File: src/rtl/multdiv_stall_controller.sv
// Sequences the multi-cycle multiply/divide unit from the DX stage: detects mul/div,
// stalls the front of the pipe, pulses the start, and presents the writeback at DONE.
module multdiv_stall_controller #(
    parameter int MAX_CYCLES  = 40,
    parameter int CNT_W       = 6,
    parameter int RSTATUS_REG = 30,
    parameter int MUL_STATUS  = 4,
    parameter int DIV_STATUS  = 5
) (
    input  logic        clock,
    input  logic        reset_n,
    input  logic [31:0] dx_insn,
    input  logic        dx_valid,
    input  logic [31:0] md_result,
    input  logic        md_exception,
    input  logic        md_ready,
    output logic        ctrl_mult,
    output logic        ctrl_div,
    output logic        stall,
    output logic        busy,
    output logic        wb_valid,
    output logic [4:0]  wb_rd,
    output logic [31:0] wb_data,
    output logic        timeout_err
);

    localparam logic [CNT_W-1:0] LP_CNT_LAST = CNT_W'(MAX_CYCLES - 1);
    localparam logic [4:0]       LP_RSTATUS  = 5'(RSTATUS_REG);
    localparam logic [31:0]      LP_MUL_CODE = 32'(MUL_STATUS);
    localparam logic [31:0]      LP_DIV_CODE = 32'(DIV_STATUS);

    typedef enum logic [1:0] {
        S_IDLE,
        S_ISSUE,
        S_WAIT,
        S_DONE
    } state_t;

    state_t           r_state;
    logic [CNT_W-1:0] r_cnt;
    logic [4:0]       r_rd;
    logic             r_is_div;
    logic             r_ctrl_mult;
    logic             r_ctrl_div;
    logic             r_wb_valid;
    logic             r_timeout;
    logic [4:0]       r_wb_rd;
    logic [31:0]      r_wb_data;

    logic [4:0]       w_opcode;
    logic [4:0]       w_aluop;
    logic             w_md_detect;
    logic             w_unused_insn;

    assign w_opcode      = dx_insn[31:27];
    assign w_aluop       = dx_insn[6:2];
    assign w_md_detect   = dx_valid && (w_opcode == 5'b00000) &&
                           ((w_aluop == 5'b00110) || (w_aluop == 5'b00111));
    assign w_unused_insn = ^{dx_insn[21:7], dx_insn[1:0]};

    // Single-cycle strobes default low every edge; only the state that owns them raises them.
    always_ff @(posedge clock or negedge reset_n) begin
        if (!reset_n) begin
            r_state     <= S_IDLE;
            r_cnt       <= '0;
            r_rd        <= '0;
            r_is_div    <= 1'b0;
            r_ctrl_mult <= 1'b0;
            r_ctrl_div  <= 1'b0;
            r_wb_valid  <= 1'b0;
            r_timeout   <= 1'b0;
            r_wb_rd     <= '0;
            r_wb_data   <= '0;
        end else begin
            r_ctrl_mult <= 1'b0;
            r_ctrl_div  <= 1'b0;
            r_wb_valid  <= 1'b0;
            r_timeout   <= 1'b0;
            r_wb_rd     <= '0;
            r_wb_data   <= '0;
            case (r_state)
                S_IDLE: begin
                    if (w_md_detect) begin
                        r_rd        <= dx_insn[26:22];
                        r_is_div    <= w_aluop[0];
                        r_ctrl_mult <= ~w_aluop[0];
                        r_ctrl_div  <= w_aluop[0];
                        r_state     <= S_ISSUE;
                    end
                end
                S_ISSUE: begin
                    r_cnt   <= '0;
                    r_state <= S_WAIT;
                end
                S_WAIT: begin
                    r_cnt <= r_cnt + CNT_W'(1);
                    // A ready in the final allowed cycle still wins over the timeout.
                    if (md_ready) begin
                        r_wb_valid <= 1'b1;
                        r_state    <= S_DONE;
                        if (md_exception) begin
                            r_wb_rd   <= LP_RSTATUS;
                            r_wb_data <= r_is_div ? LP_DIV_CODE : LP_MUL_CODE;
                        end else begin
                            r_wb_rd   <= r_rd;
                            r_wb_data <= md_result;
                        end
                    end else if (r_cnt == LP_CNT_LAST) begin
                        r_wb_valid <= 1'b1;
                        r_timeout  <= 1'b1;
                        r_wb_rd    <= LP_RSTATUS;
                        r_wb_data  <= r_is_div ? LP_DIV_CODE : LP_MUL_CODE;
                        r_state    <= S_DONE;
                    end
                end
                S_DONE: begin
                    r_state <= S_IDLE;
                end
                default: begin
                    r_state <= S_IDLE;
                end
            endcase
        end
    end

    // Stall must rise in the detect cycle itself so DX holds, and drop in DONE so it advances.
    assign stall       = reset_n && ((r_state == S_IDLE) ? w_md_detect : (r_state != S_DONE));
    assign busy        = (r_state != S_IDLE);
    assign ctrl_mult   = r_ctrl_mult;
    assign ctrl_div    = r_ctrl_div;
    assign wb_valid    = r_wb_valid;
    assign wb_rd       = r_wb_rd;
    assign wb_data     = r_wb_data;
    assign timeout_err = r_timeout;

endmodule
File: config.mk
export PLATFORM = sky130hd
export DESIGN_NAME = multdiv_stall_controller
export DESIGN_NICKNAME = d
export VERILOG_FILES = /design/src/rtl/multdiv_stall_controller.sv
export SDC_FILE = /design/constraint.sdc
export NUM_CORES = 1
export LEC_CHECK = 0
export CORE_ASPECT_RATIO = 0.5
export CORE_UTILIZATION = 38
export CTS_CLUSTER_DIAMETER = 200
export DETAILED_ROUTE_END_ITERATION = 8
export PLACE_DENSITY = 0.9
export SLEW_MARGIN = 20
export SYNTH_ARGS = -nofsm -noshare
export SYNTH_HDL_FRONTEND = slang
export SYNTH_SLANG_ARGS = --single-unit
File: constraint.sdc
create_clock -name clock -period 2.4 [get_ports clock]
set_clock_uncertainty 0.15 [all_clocks]
set_input_delay 0.6 -clock clock [delete_from_list [all_inputs] [get_ports clock]]
set_output_delay 0.6 -clock clock [all_outputs]
set_load 0.02 [all_outputs]
**Word-level counts from Yosys, hierarchy flattened**

Index checks and enable logic that the tools add are counted.

- Word-level logic and storage cells: 55
- Output and inout bits: 43
- Input bits: 69
- Register bits: 55

- Add/sub/neg operators: 1
- Muxes and demuxes: 24
- Bitwise operators: 1
- Reduce and logical (&&, ||, !) cells: 10
- Eq/ne operators: 9

Operators by type and width:

| operator | count |
|---|---|
| $mux 32 | 3 |
| $mux 5 | 4 |
| $pmux 6 s2 | 1 |
| $mux 1 | 11 |
| $eq 5x3->1 const B | 2 |
| $pmux 2 s4 | 1 |
| $add 6x1->6 const B | 1 |
| $eq 6x6->1 const B | 1 |
| $mux 2 | 3 |
| $logic_not 5->1 | 1 |
| $eq 2x2->1 const B | 2 |
| $ne 2x2->1 const B | 2 |
| $reduce_and 2->1 | 2 |
| $reduce_bool 2->1 | 2 |
| $logic_and 1x1->1 | 3 |
| $mux 3 | 1 |
| $ne 3x3->1 const B | 1 |
| $eq 2x1->1 const B | 1 |
| $logic_not 2->1 | 1 |
| $logic_or 1x1->1 | 1 |
| $not 1->1 | 1 |

**Depth between registers and ports, before layout**

- Depth in word-level cells: 5
- Depth in mapped cells: 7
- Gate-level depth less buffers: 6

**Least setup slack after synthesis**

Ideal clock, no wire load.

- Kind: in2out
- Start: input dx_insn[28]
- End: output stall
- Stages on the path: 4
- Slack: -81 ps
- Data arrival time: 1731 ps
- Buffers on the path: 0
- Path through: nor4_1 -> and4b_2 -> nand2_4 -> a21boi_0

- Longest elaborated chain between the ends: 5

RTL lines:

| element | line | RTL |
|---|---|---|
| start, declared | 12 | `input logic [31:0] dx_insn,` |
| $logic_not 5->1 | 57 | `assign w_md_detect = dx_valid && (w_opcode == 5'b00000) &&` |
| $logic_and 1x1->1 (2 in a row) | 57 |  |
| $mux 1 | 127 | `assign stall = reset_n && ((r_state == S_IDLE) ? w_md_detect : (r_state != S_DONE));` |
| $logic_and 1x1->1 | 127 |  |
| end, declared | 19 | `output logic stall,` |

Every way passes these cells.

**Worst setup path in the final report**

- Start: input dx_insn[3]
- End: output stall

- Longest elaborated chain between the ends: 5
- Elaborated cells between the ends (all ways): 6

RTL lines:

| element | line | RTL |
|---|---|---|
| $eq 5x3->1 | 58 | `((w_aluop == 5'b00110) \|\| (w_aluop == 5'b00111));` |
| $logic_or 1x1->1 (*) | 58 |  |
| $logic_and 1x1->1 (*) | 57 |  |
| $mux 1 (*) | 127 |  |
| $logic_and 1x1->1 (*) | 127 |  |

Every way passes the cells marked *; elsewhere a longest branch is shown, timed or not.

==> impl_metrics.env <==
export IMPL_status="completed"
export IMPL_synth_xor_area_share=0.004255
export IMPL_die_h_microns=54.04
export IMPL_synthMuxAreaShare=0.04924
export IMPL_cts_htree_levels=2
export IMPL_dieArea_sq_um=5733
export IMPL_dieWidth_microns=106.1
export IMPL_synth_ff_latch_count=55
export IMPL_start_util=0.4062
export IMPL_synthAdderAreaFrac=0.02432
export IMPL_clock_sinks=55
export IMPL_synth_top_family_by_area="simple AND/OR/NAND/NOR gates"
export IMPL_setup_ws_ns=0.07029
export IMPL_dp_hpwl_microns=3578
export IMPL_core_sq_um=5067
export IMPL_synthArstFlopShare=1.000
export IMPL_worstPathRequired_ns=1.65
export IMPL_finalCritPeriodShare=0.9707
export IMPL_peakVddDrop_mv=0.3822
export IMPL_power_uw=2501
export IMPL_synth_edf_count=0
export IMPL_clk_path_buf_depth=2
export IMPL_syn_num_nets=227
export IMPL_cts_root_buffer="clkbuf_8"
export IMPL_slew_headroom=0.5576
export IMPL_place_congestion=0.7037
export IMPL_via_count=1515
export IMPL_core_rowCount=18
export IMPL_wl_met1_microns=1963
export IMPL_dp_cells=322
export IMPL_worstMarginPinSlew_ns=0.6636
export IMPL_setup_worst_path_end_class="output pin"
export IMPL_layout_drive_gt1_share=0.1494
export IMPL_wl_met2_microns=2708
export IMPL_viasPerCell=4.577
export IMPL_drtAntennaViolNets=0
export IMPL_first_pass_iters=4
export IMPL_path_clk_slew_ns=0.10
export IMPL_yosys_warnings=0
export IMPL_area_growth_syn_to_layout_pct=56.90
export IMPL_final_nets=333
export IMPL_synthSimpleGateAreaFrac=0.1696
export IMPL_critical_path_max_fanout=2
export IMPL_powerDensity_nw_per_um2=774.6
export IMPL_slew_violations=0
export IMPL_netlist_instances=154
export IMPL_antenna_found_initial=0
export IMPL_cp_start_kind="input pin"
export IMPL_ys_seq_area_frac=0.6687
export IMPL_synth_cell_types=33
export IMPL_avgRoutedWirePerCell_microns=14.89
export IMPL_cap_viol_max_count=0
export IMPL_critPathKind="in -> out"
export IMPL_cts_made_buffers=5
export IMPL_synth_avg_cell_area_sq_um=13.37
export IMPL_top_layer="met4"
export IMPL_overflow=0
export IMPL_synth_compound_area_frac=0.06201
export IMPL_min_period_ns=2.330
export IMPL_hold_viol=0
export IMPL_ios=112
export IMPL_drt_iter0_drc=31
export IMPL_track_usage=0.1733
export IMPL_post_place_ws_ns=-0.7377
export IMPL_drc=0
export IMPL_timing_fmax_mhz=429.2
export IMPL_syn_area_sq_um=2058
export IMPL_fin_cells=331
export IMPL_grt_pass1_wl_microns=7410
export IMPL_clkLatencyLatePin_ns=0.30
export IMPL_wl_met3_microns=131
export IMPL_grt_pass1_vias=1557
export IMPL_grt_max_degree=56
export IMPL_setup_violations=0
export IMPL_diodes=0
export IMPL_critical_path_arrival_ns=1.58
export IMPL_io_buffers=94
export IMPL_synthFlopType="dfrtp_1"
export IMPL_min_path_type="in -> async"
export IMPL_p_leak_uw=0.001543
export IMPL_tritoncts="yes"
export IMPL_wl_microns=4930
placed cells by master (no fill, tap or decap), types with 2 or more instances in the layout:
master / synthesis / routed
mux2_4: 6 / 6
inv_1: 7 / 7
clkdlybuf4s50_1: 0 / 81
nand3b_1: 2 / 2
buf_2: 0 / 2
ha_1: 4 / 4
clkdlybuf4s15_1: 0 / 2
nor4_1: 2 / 2
nand2_1: 3 / 3
nor2_1: 4 / 4
clkbuf_8: 0 / 6
o21ai_0: 5 / 5
o21a_1: 6 / 6
dfrtp_1: 55 / 55
a21oi_1: 3 / 3
clkbuf_2: 0 / 5
and2_1: 31 / 31
dlymetal6s2s_1: 0 / 2
buf_4: 0 / 10
nand3_1: 3 / 3
cell usage after synthesis, types with 2 or more instances:
cell type	number	share of area
mux2_4	6	0.044
ha_1	4	0.024
nand3_1	3	0.0073
and2_1	31	0.094
dfrtp_1	55	0.67
nand3b_1	2	0.0073
o21ai_0	5	0.012
nor4_1	2	0.0061
inv_1	7	0.013
nand2_1	3	0.0055
clkbuf_1	4	0.0073
nor2_1	4	0.0073
a21oi_1	3	0.0073
o21a_1	6	0.022
worst paths after layout:
path	startpoint	end	slack (ns)	depth (start not counted)
min reg2reg	r_rd[0]	wb_rd[0]	0.36	1
min in group clock	r_rd[0]	wb_rd[0]	0.36	1
min	reset_n	wb_data[31]	0.29	2
max reg2reg	r_state[0]	r_state[1]	0.38	6
max	dx_insn[3]	stall	0.07	6
max in group asynchronous	reset_n	wb_data[4]	1.36	2
worst max-delay path: stages:
cell,delay [ns]
clkdlybuf4s15_1,0.17
nor4bb_2,0.18
and4b_2,0.30
nand2_4,0.06
a21boi_1,0.11
buf_4,0.15
where the power goes:
group | leakage (uW) | total, uW | internal [uW] | switching, uW
registers | 0.000755 | 1080 | 1030 | 49.4
logic | 0.000726 | 796 | 399 | 396
clock network | 0.0000612 | 627 | 338 | 289
total | 0.00154 | 2500 | 1770 | 735
cell type report:
cell class	count	area (sq um)
Fill cell	393	1838
Sequential cell	55	1376
Timing Repair Buffer	103	974.7
Multi-Input combinational cell	87	643.1
Tap cell	70	87.58
Clock buffer	6	82.58
Clock inverter	2	35.03
Inverter	8	30.03
cells by family (layout without fill, tap and decap cells):
group / count (synthesis) / count (layout)
compound gates: 19 / 19
simple gates: 56 / 56
fa+ha+maj: 4 / 4
mux: 7 / 7
buf+inv: 12 / 119
flops: 55 / 55
xor+xnor: 1 / 1
per-stage QoR:
stage	hold slack, ns	area [sq um]	TNS (ns)	utilization
floorplan	0.1544	2058	0	-
global placement	0.3295	3127	-0.7058	0.6170
detailed placement	0.3387	3127	-0.8314	0.6170
CTS	0.3183	3241	0	0.6395
global route	0.3767	3229	-0.002617	0.6373
finish	0.2941	3229	0	0.6373
what timing repair did:
action | 4_1_cts | 5_1_grt
buffers inserted | 1 | 0
hold buffers | 0 | 0
endpoints found under the setup margin | 2 | 1
resized for setup | 21 | 10
pin swaps | 5 | 5
registers in the layout, indices dropped and copies added, names as in the netlist:
name	cells
wb_valid	1
r_rd	5
wb_rd	5
wb_data	32
r_is_div	1
ctrl_mult	1
r_cnt	6
timeout_err	1
r_state	2
ctrl_div	1
layer usage:
| metal | GRT usage | vias to the layer above |
|---|---|---|
| li1 | - | 721 |
| met1 | 0.2066 | 744 |
| met2 | 0.3181 | 36 |
| met3 | 0.02663 | 14 |
| met4 | 0.09028 | 0 |
| met5 | 0 | - |
Power figures use the tool's default switching activity.
